===== config.mk =====
export PLATFORM = sky130hd
export DESIGN_NAME = dcm_reset_ctrl
export DESIGN_NICKNAME = d
export VERILOG_FILES = /design/src/rtl/dcm_reset_ctrl_pkg.sv /design/src/rtl/dcm_reset_ctrl_sync_2ff.sv /design/src/rtl/dcm_reset_ctrl.sv
export SDC_FILE = /design/constraint.sdc
export NUM_CORES = 1
export LEC_CHECK = 0
export CORE_MARGIN = 2
export CORE_UTILIZATION = 46
export CTS_CLUSTER_SIZE = 25
export DETAILED_ROUTE_END_ITERATION = 8
export PLACE_DENSITY_LB_ADDON = 0.05
export REMOVE_ABC_BUFFERS = 1
export SLEW_MARGIN = 0
export SYNTH_ARGS = -nofsm -noshare
export SYNTH_HDL_FRONTEND = slang
export SYNTH_SLANG_ARGS = --single-unit
export TNS_END_PERCENT = 1

===== constraint.sdc =====
create_clock -name clk -period 3.2 [get_ports clk]
set_clock_uncertainty 0.05 [all_clocks]
set_input_delay 0.64 -clock clk [delete_from_list [all_inputs] [get_ports clk]]
set_output_delay 0.64 -clock clk [all_outputs]
set_load 0.01 [all_outputs]

===== src/rtl/dcm_reset_ctrl_pkg.sv =====
// Shared state encoding, reset polarity constants and timer sizing for the
// DCM reset sequencer.
package dcm_reset_ctrl_pkg;

    typedef enum logic [2:0] {
        ST_DCM_RST   = 3'd0,
        ST_WAIT_LOCK = 3'd1,
        ST_STABLE    = 3'd2,
        ST_RUN       = 3'd3,
        ST_SOFT      = 3'd4,
        ST_FAIL      = 3'd5
    } state_t;

    // chip_reset polarity: low holds the chip in reset.
    localparam logic RESET_ENABLE = 1'b0;
    localparam logic ENABLE       = 1'b1;

    // Width that can hold every terminal count; at least one bit.
    function automatic int timer_width(input int a, input int b, input int c, input int d);
        int m;
        m = a;
        if (b > m) m = b;
        if (c > m) m = c;
        if (d > m) m = d;
        return (m < 2) ? 1 : $clog2(m);
    endfunction

endpackage


===== src/rtl/dcm_reset_ctrl_sync_2ff.sv =====
// One-bit two-flop synchronizer with asynchronous active-low clear; used to
// bring the DCM LOCKED pin into the reference clock domain.
module dcm_reset_ctrl_sync_2ff (
    input  logic clk,
    input  logic clr_n,
    input  logic d,
    output logic q
);

    logic meta;

    always_ff @(posedge clk or negedge clr_n) begin
        if (!clr_n) begin
            meta <= 1'b0;
            q    <= 1'b0;
        end else begin
            meta <= d;
            q    <= meta;
        end
    end

endmodule


===== src/rtl/dcm_reset_ctrl.sv =====
// Reset sequencer: holds the DCM in reset, waits for lock with timeout and
// retries, releases chip reset after a stable-lock window, handles soft reset.
module dcm_reset_ctrl
    import dcm_reset_ctrl_pkg::*;
#(
    parameter int DCM_RST_CYCLES = 4,
    parameter int LOCK_TIMEOUT   = 4096,
    parameter int STABLE_CYCLES  = 256,
    parameter int MAX_RETRY      = 3,
    parameter int SOFT_CYCLES    = 16
) (
    input  logic       clk,
    input  logic       reset,
    input  logic       locked,
    input  logic       soft_reset_req,
    output logic       dcm_reset,
    output logic       chip_reset,
    output logic       lock_fail,
    output logic [1:0] retry_cnt,
    output logic [3:0] loss_cnt,
    output state_t     state_dbg
);

    localparam int TW = timer_width(DCM_RST_CYCLES, LOCK_TIMEOUT, STABLE_CYCLES, SOFT_CYCLES);

    localparam logic [TW-1:0] DCM_LAST    = TW'(DCM_RST_CYCLES - 1);
    localparam logic [TW-1:0] LOCK_LAST   = TW'(LOCK_TIMEOUT - 1);
    localparam logic [TW-1:0] STABLE_LAST = TW'(STABLE_CYCLES - 1);
    localparam logic [TW-1:0] SOFT_LAST   = TW'(SOFT_CYCLES - 1);
    localparam logic [1:0]    RETRY_LAST  = 2'(MAX_RETRY);

    logic          lock_s;
    state_t        state_q, state_d;
    logic [TW-1:0] timer_q;
    logic          timer_clr;
    logic          retry_inc, retry_clr, loss_inc;
    logic          dcm_reset_d, chip_reset_d, lock_fail_d;

    dcm_reset_ctrl_sync_2ff u_lock_sync (
        .clk   (clk),
        .clr_n (reset),
        .d     (locked),
        .q     (lock_s)
    );

    always_comb begin
        state_d   = state_q;
        retry_inc = 1'b0;
        retry_clr = 1'b0;
        loss_inc  = 1'b0;

        case (state_q)
            ST_DCM_RST: begin
                if (timer_q == DCM_LAST) state_d = ST_WAIT_LOCK;
            end
            ST_WAIT_LOCK: begin
                if (lock_s) begin
                    state_d = ST_STABLE;
                end else if (timer_q == LOCK_LAST) begin
                    if (retry_cnt == RETRY_LAST) begin
                        state_d = ST_FAIL;
                    end else begin
                        state_d   = ST_DCM_RST;
                        retry_inc = 1'b1;
                    end
                end
            end
            ST_STABLE: begin
                // A dropout restarts the window but is not a failed attempt.
                if (!lock_s) state_d = ST_WAIT_LOCK;
                else if (timer_q == STABLE_LAST) state_d = ST_RUN;
            end
            ST_RUN: begin
                if (!lock_s) begin
                    state_d   = ST_DCM_RST;
                    retry_clr = 1'b1;
                    loss_inc  = 1'b1;
                end else if (soft_reset_req) begin
                    state_d = ST_SOFT;
                end
            end
            ST_SOFT: begin
                if (!lock_s) begin
                    state_d   = ST_DCM_RST;
                    retry_clr = 1'b1;
                    loss_inc  = 1'b1;
                end else if (timer_q == SOFT_LAST) begin
                    state_d = ST_RUN;
                end
            end
            ST_FAIL: begin
                state_d = ST_FAIL;
            end
            default: begin
                state_d = ST_DCM_RST;
            end
        endcase

        timer_clr = (state_d != state_q);

        // Outputs are decoded from the next state so the flops hold the
        // value that belongs to the state being entered.
        dcm_reset_d  = (state_d == ST_DCM_RST);
        chip_reset_d = (state_d == ST_RUN) ? ENABLE : RESET_ENABLE;
        lock_fail_d  = lock_fail | (state_d == ST_FAIL);
    end

    always_ff @(posedge clk or negedge reset) begin
        if (!reset) begin
            state_q    <= ST_DCM_RST;
            timer_q    <= '0;
            retry_cnt  <= 2'd0;
            loss_cnt   <= 4'd0;
            dcm_reset  <= 1'b1;
            chip_reset <= RESET_ENABLE;
            lock_fail  <= 1'b0;
        end else begin
            state_q    <= state_d;
            dcm_reset  <= dcm_reset_d;
            chip_reset <= chip_reset_d;
            lock_fail  <= lock_fail_d;

            // Every timed state leaves at its terminal count, so no wrap.
            if (timer_clr) begin
                timer_q <= '0;
            end else if (state_q != ST_RUN && state_q != ST_FAIL) begin
                timer_q <= timer_q + 1'b1;
            end

            if (retry_clr) begin
                retry_cnt <= 2'd0;
            end else if (retry_inc) begin
                retry_cnt <= retry_cnt + 2'd1;
            end

            if (loss_inc && loss_cnt != 4'hF) begin
                loss_cnt <= loss_cnt + 4'd1;
            end
        end
    end

    assign state_dbg = state_q;

endmodule


# Word level (Yosys, flattened, before mapping)
# Cells that the tools add are included.
op_classes:
  n_eq_ne: 16
  reduce_logical: 7
  add_sub_neg: 3
  n_mux: 22
  n_bitwise: 1
op_table:
  columns: ["op", "count"]
  rows:
  - ["3-bit 2-to-1 mux", 10]
  - ["12-bit 2-to-1 mux", 2]
  - ["3-bit one-hot mux with 6 select lines", 1]
  - ["12-bit by 1-bit adder with 12-bit output, second input constant", 1]
  - ["12-bit equality test, second input constant", 1]
  - ["12-bit by 2-bit equality test with 1-bit output, second input constant", 1]
  - ["12-bit by 4-bit equality test with 1-bit output, second input constant", 1]
  - ["12-bit by 8-bit equality test with 1-bit output, second input constant", 1]
  - ["3-bit by 2-bit equality test with 1-bit output, second input constant", 3]
  - ["3-bit equality test, second input constant", 3]
  - ["1-bit 2-to-1 mux", 7]
  - ["3-bit zero test", 2]
  - ["4-bit by 1-bit adder with 4-bit output, second input constant", 1]
  - ["2-bit 2-to-1 mux", 2]
  - ["4-bit != test, second input constant", 1]
  - ["2-bit nonzero test", 2]
  - ["3-bit by 1-bit equality test with 1-bit output, second input constant", 1]
  - ["3-bit by 2-bit != test with 1-bit output, second input constant", 1]
  - ["3-bit != test", 1]
  - ["3-bit != test, second input constant", 1]
  - ["2-bit by 1-bit adder with 2-bit output, second input constant", 1]
  - ["2-bit equality test, second input constant", 1]
  - ["1-bit logical AND", 2]
  - ["2-bit OR reduction", 1]
  - ["1-bit OR", 1]
totals:
  ff_bits: 26
  input_bits: 4
  out_inout_bits: 12

# Logic depth before layout (Yosys ltp)
# Gate-level depths: netlist of run 1.
logic_depth:
  word_depth: 7
  depth_mapped: 7
  ltp_nobuf: 6

# Hierarchy
# From an unflattened synthesis of run 1, not the netlist that was laid out.
hier_totals:
  hier_cells: 142
  hier_area_um2: 1441.4
modules_own_cells:
  columns: ["module", "n_inst", "seq_area_each_um2", "cells_each", "area_per_inst_um2"]
  rows:
  - ["dcm_reset_ctrl", 1, 601.8, 140, 1391.3]
  - ["dcm_reset_ctrl_sync_2ff", 1, 50.0, 2, 50.0]

# Worst setup path after synthesis of run 1
# No wires, ideal clock.
synth_timing:
  kind: "register to register"
  start: "register state_q[2], in the netlist state_dbg[2]"
  end: "register timer_q[1]"
  setup_slack_ns: 0.933
  stages_incl_launch_ff: 7
  path_buffers: 1
  required_time_ns: 2.994
  arrival_time_ns: 2.061
  cell_sequence: "dfrtp_1 > or4b_4 > or4_4 > and3b_1 > o21ai_2 > buf_6 > nor4_1"
synth_between:
  elab_chain_len: 5
  elab_cells_between_ends: 22
synth_lines:
  columns: ["element", "line", "rtl"]
  rows:
  - ["start, declared", "dcm_reset_ctrl.sv:33", "state_t state_q, state_d;"]
  - ["start signal, assigned", "dcm_reset_ctrl.sv:118", "state_q <= state_d;"]
  - ["3-bit 2-to-1 mux, on equally long branches (2 in a row)", null, null]
  - ["3-bit one-hot mux with 6 select lines", "dcm_reset_ctrl.sv:52", "case (state_q)"]
  - ["3-bit != test", "dcm_reset_ctrl.sv:99", "timer_clr = (state_d != state_q);"]
  - ["12-bit 2-to-1 mux / 2-bit nonzero test (equally long branches)", null, null]
  - ["end signal, assigned", "dcm_reset_ctrl.sv:127", "timer_q <= timer_q + 1'b1;"]
  - ["end, declared", "dcm_reset_ctrl.sv:34", "logic [TW-1:0] timer_q;"]
# Several ways; a longest one is shown, not always the timed one.
# A chain may end at the register's enable or synchronous reset.

# Final worst setup path of run 1
layout_timing:
  start: "register state_q[0], in the netlist state_dbg[0]"
  end: "register timer_q[7]"
# The elaborated chain is that of the path after synthesis.

==> reports/metrics.yaml, run 1 <==
outcome:
  outcome: "finished clean"
detailed_routing:
  drt_iter0_drc: 58
  drt_pass1_iterations: 4
  avgViaCountPerCell: 5.47
  routed_wl_um: 2820
  vias: 1137
  postRouteAntennaNets: 0
  post_drt_wl_per_cell_um: 13.5
  remaining_drc_errors: 0
critical_path:
  ff2ff_path_depth: 5
  crit_fanout: 15
  r2r_start: "state_dbg[0]"
  critPathRequiredTime_ps: 3330
  crit_chain: "or4b_4 -> or4_4 -> and3b_1 -> o21ai_2 -> nor4_1"
  rrSetupSlack_ps: 540
  slowest_stage: "dfrtp_1"
  cpPeakStageDelay_ps: 630
  worst_setup_path_end_kind: "flop"
  r2r-end: "timer_q[7]"
  arrival_ps: 2790
  start_kind: "flop"
  path_class: "reg2reg"
synthesis:
  ys_top_cells_by_area: "dfrtp_1, nor4_1, xnor2_1"
  synthArstFlopShare_pct: 100
  netlist_top_cells_count: "dfrtp_1, nor2_1, nor4_1"
  synth_area_um2: 1460
  synth-edff-count: 0
  synth_top_cell_area_share_pct: 42.9
  synth-seq-area-share_pct: 44.7
  ys_ff_latch: 26
  ys_warn_count: 0
  yosysMostFrequentCell: "dfrtp_1"
  syn_area_per_cell_um2: 9.73
  synth_cell_types: 42
  ys.flop_type: "dfrtp_1"
  syn_inst: 150
  synth_largest_area_cell: "dfrtp_1"
finish:
  antennaDiodeCount: 0
  seqCellArea_um2: 652
  layout-drive-gt1-share_pct: 8.54
  fill_cells: 279
  multiInputGateArea_um2: 746
  layout.nets: 172
  fin_cells: 208
  syn_to_final_growth_pct: 14.9
  final_core_util_pct: 55.4
hold_path:
  min_path_type: "reg2reg"
  min_from: "u_lock_sync.meta"
  hold_depth: 0
  min_to: "u_lock_sync.q"
clocking:
  cts_tree: "built"
  cts_buffers: 3
  clk_latency_ps: 310
  cts-root-buf: "clkbuf_4"
  cts.clk_slew.worst_paths_ps: 140
  cts_sinks: 26
  clk_path_buf_depth: 2
  cts_resized: 0
  cts_htree_levels: 1
  post_cts_buffers: 0
  ctsHoldBuffers: 0
placement:
  place_hpwl_um: 1990
  dp_cells: 204
  globalplace.congestion: 0.816
  io_buffers: 15
floorplan:
  core_area_um2: 3030
  io_pins: 16
  die_h_um: 60.3
  rows: 20
  start_util_pct: 48.2
  die_area_um2: 3640
  fp.dieW_um: 60.3
grt:
  grt_pass1_vias: 1022
  grt_start_max_net_pins: 27
  grt_usage_pct: 17.4
  grt_pass1_wl_um: 4730
  antenna_found_initial: 0
  overflow: 0
timing:
  fin_hold_ws_ps: 317
  fmax_mhz: 376
  rsz0062_at_grt: "false"
  finalCritPeriodShare_pct: 83.1
  slew_violations: 0
  period_needed_ps: 2660
  relSlewSlack_pct: 63.8
  setup_viol: 0
  tns_ps: 0
  worst_pin_slew_ps: 544
  final_hold_viol_count: 0
power:
  p_total_mw: 1.02
  power_density_nw_per_um2: 606
  power.leakage_nw: 0.712
  peakVddDrop_uv: 311
run:
  maxCapViolCount: 0
==> how the worst max path moves through the flow <==
stage	from	endpoint	slack [ps]
floorplan	state_dbg[0]	timer_q[0]	820
global placement	state_dbg[0]	timer_q[8]	650
detailed placement	state_dbg[0]	timer_q[7]	580
CTS	state_dbg[0]	timer_q[7]	560
global route	state_dbg[0]	timer_q[7]	420
finish	state_dbg[0]	timer_q[7]	540
==> layer usage <==
metal	global-route usage (%)	share of wire [%]
met1	24.5	50
met2	28.4	46
met3	2.60	3.2
met4	3.81	0.53
met5	0	0
==> critical path: cells and delay by family, from the launching register on <==
kind	cells	cell delay [ps]
simple gates	4	1420
flops	1	630
compound gates	1	440
==> placed cells by master (no fill, tap or decap), types with 6 or more instances in the layout <==
cell type        Yosys  final
nand4_1              6      6
nand3_1              7      7
nor4_1              15     15
nand2_1              6      6
nor2_1              15     15
nor3_1               6      6
clkdlybuf4s50_1      0     15
xnor2_1             10     10
dfrtp_1             25     25
==> registers in the layout, summed over array words and instances (netlist names), 2 cells and up <==
register / count
retry_cnt: 2
state_dbg: 3
loss_cnt: 4
timer_q: 12
==> area by class of cell <==
| class | count | share of cell area [%] |
|---|---|---|
| multi-input cells | 112 | 44.5 |
| clock buffers | 4 | 2.16 |
| repair buffers | 18 | 10.3 |
| well taps | 44 | 3.28 |
| inverters | 4 | 0.896 |
| flip-flops and latches | 26 | 38.9 |
==> logic make-up after synthesis <==
| family | synth area share [%] |
|---|---|
| buffers and inverters | 4.20 |
| DFF | 44.7 |
| muxes | 4.29 |
| adders and majority gates | 2.57 |
| AOI/OAI and AO/OA | 6.86 |
| xor gates and xnor gates | 7.80 |
| and+or+nand+nor | 29.6 |
==> metrics by stage <==
stage / worst slack (ps) / area (um^2)
final: 541 / 1680
after detailed placement: 583 / 1640
after floorplan: 822 / 1410
after global routing: 422 / 1680
after CTS: 558 / 1680
after global placement: 653 / 1640
==> report_power, final <==
part / internal (mW) / switching, mW
combinational: 0.189 / 0.187
clock: 0.0694 / 0.0917
sequential: 0.393 / 0.0860
total: 0.652 / 0.364
No activity file was read; power rests on OpenSTA's default activity.
==> inputs of run 2 (changes only) <==
==> constraint.sdc (replaced) <==
create_clock -name clk -period 2.5 [get_ports clk]
set_clock_uncertainty 0.05 [all_clocks]
set_input_delay 0.5 -clock clk [delete_from_list [all_inputs] [get_ports clk]]
set_output_delay 0.5 -clock clk [all_outputs]
set_load 0.01 [all_outputs]
==> run 2 against run 1 <==
Via count grew 3.5%. Register-to-register slack lost 260 ps. Wire length grew 5.5%. Highest routed layer unchanged.
==> reports/metrics.yaml, run 2 (same netlist as run 1, synthesis figures left out) <==
grt:
  grt_pass1_vias: 1133  # +11%
  grt_pass1_wl_um: 5200  # +9.9%
  overflow: 0  # unchanged
  grt_start_max_net_pins: 27  # unchanged
  antenna_found_initial: 0  # unchanged
  grt_usage_pct: 19.1  # +1.8 points
finish:
  largest-register: "timer_q"
  syn_to_final_growth_pct: 19.6
  layout_commonest_cell: "dfrtp_1"
  antennaDiodeCount: 0  # unchanged
  most-common-layout-cells: "dfrtp_1, nor4_1, nor2_1, clkdlybuf4s50_1"
  finalInstanceArea_um2: 1750  # +4.1%
  layout.nets: 179  # +4.1%
  largest_register_ffs: 12  # unchanged
  layout-drive-gt1-share_pct: 12.3  # +3.7 points
timing:
  period_needed_ps: 2220  # -441 ps
  relSlewSlack_pct: 67.6  # +3.8 points
  slew_violations: 0  # unchanged
  finalCritPeriodShare_pct: 88.7  # +5.6 points
  tns_ps: 0  # unchanged
  rsz0062_at_grt: "false"
  setup_viol: 0  # unchanged
  final_hold_viol_count: 0  # unchanged
  fmax_mhz: 451  # +20%
  worst_pin_slew_ps: 482  # -62.0 ps
floorplan:
  io_pins: 16  # unchanged
  die_area_um2: 3640  # unchanged
  core_area_um2: 3030  # unchanged
  fp.dieW_um: 60.3  # unchanged
  rows: 20  # unchanged
  start_util_pct: 48.2  # unchanged
  die_h_um: 60.3  # unchanged
placement:
  placed_area_um2: 1690  # +3.2%
  io_buffers: 15  # unchanged
  place_hpwl_um: 2200  # +10%
  globalplace.congestion: 0.811  # -0.61%
outcome:
  outcome: "finished clean"
detailed_routing:
  dr_wl_met2_um: 1410  # +8.7%
  postRouteAntennaNets: 0  # unchanged
  drt_pass1_iterations: 4  # unchanged
  dr_wl_met3_um: 54  # -41%
  vias: 1177  # +3.5%
  drt_iter0_drc: 62  # +6.9%
  avgViaCountPerCell: 5.47  # +0.15%
  post_drt_wl_per_cell_um: 13.8  # +2.1%
  highest_layer: "met4"
  met1_length_um: 1480  # +5.3%
  routed_wl_um: 2970  # +5.5%
  remaining_drc_errors: 0  # unchanged
clocking:
  cts_buffers: 3  # unchanged
  cts.clk_slew.worst_paths_ps: 150  # about the same
  cts-root-buf: "clkbuf_4"
  ctsHoldBuffers: 0  # unchanged
  cts_sinks: 26  # unchanged
  clk_path_buf_depth: 2  # unchanged
  cts_resized: 0  # unchanged
  cts_htree_levels: 1  # unchanged
  clk_latency_ps: 320  # about the same
  post_cts_buffers: 0  # unchanged
  cts_tree: "built"
hold_path:
  min_path_type: "reg2reg"
power:
  peakVddDrop_uv: 507  # +63%
  power.leakage_nw: 0.754  # +6.0%
  power_density_nw_per_um2: 808  # +33%
critical_path:
  crit_fanout: 12  # -3
  start_kind: "flop"
  arrival_ps: 2370  # -420 ps
  worst_setup_path_end_kind: "flop"
  path_class: "reg2reg"
  critPathRequiredTime_ps: 2660  # -670 ps
run:
  maxCapViolCount: 0  # unchanged
==> run 2: cell types whose count changed in the layout (fill, tap and decap cells not counted) <==
| cell | delta |
|---|---|
| clkbuf_8 | -1 |
| buf_4 | +7 |
| bufinv_16 | +1 |
==> run 2: layer usage <==
layer | track usage (%) | vias to the layer above
met3 | 2.38 | 2
li1 | - | 583
met5 | 0 | -
met1 | 27.1 | 581
met2 | 30.0 | 11
met4 | 7.30 | 0
==> run 2: worst paths after layout <==
check / from / to / slack, ps / depth (start not counted)
worst min register to register: u_lock_sync.meta / u_lock_sync.q / 320 / 0
max in group asynchronous: reset / dcm_reset / 1630 / 2
worst max-delay path: state_dbg[1] / timer_q[7] / 280 / 6
worst max register to register: state_dbg[1] / timer_q[7] / 280 / 6
worst min-delay path: u_lock_sync.meta / u_lock_sync.q / 320 / 0
min in group asynchronous: reset / loss_cnt[1] / 470 / 2
==> run 2: critical path, stage by stage, from the launching register on <==
cell,delay (ps)
dfrtp_1,430
or4b_4,530
or4_4,520
and3b_1,200
o21ai_2,100
buf_4,190
nor4_1,80
==> run 2: area by class of cell <==
class	instances	area, um^2
clock buffer	3	22.5
sequential	26	652
fill	288	1280
multi-input combinational	112	746
timing repair buffer	25	225
tap	44	55.1
clock inverter	1	30.0
inverter	4	15.0
==> run 2: report_power, final <==
| group | total, mW | switching (mW) | internal [mW] |
|---|---|---|---|
| combinational | 0.544 | 0.275 | 0.269 |
| clock | 0.284 | 0.122 | 0.162 |
| sequential | 0.582 | 0.0783 | 0.504 |
==> run 2: per-stage QoR <==
step                instances  hold slack [ps]  power [mW]  util (%)  setup slack [ps]
finish                    215              318        1.41      57.6               282
global route              215              331        1.52      57.6               154
CTS                       215              320        1.43      57.6               277
detailed placement        211              287        1.14      55.9               244
global placement          211              285        1.12      55.9               284
floorplan                 142              154       0.895         -               122
==> inputs of run 3 (changes only) <==
--- a/config.mk
+++ b/config.mk
@@ -5,6 +5,7 @@
 export SDC_FILE = /design/constraint.sdc
 export NUM_CORES = 1
 export LEC_CHECK = 0
+export ABC_AREA = 0
 export CORE_MARGIN = 2
 export CORE_UTILIZATION = 46
 export CTS_CLUSTER_SIZE = 25
==> results of run 3 <==
Final layout, timing and power as in run 2 (identical DEF).
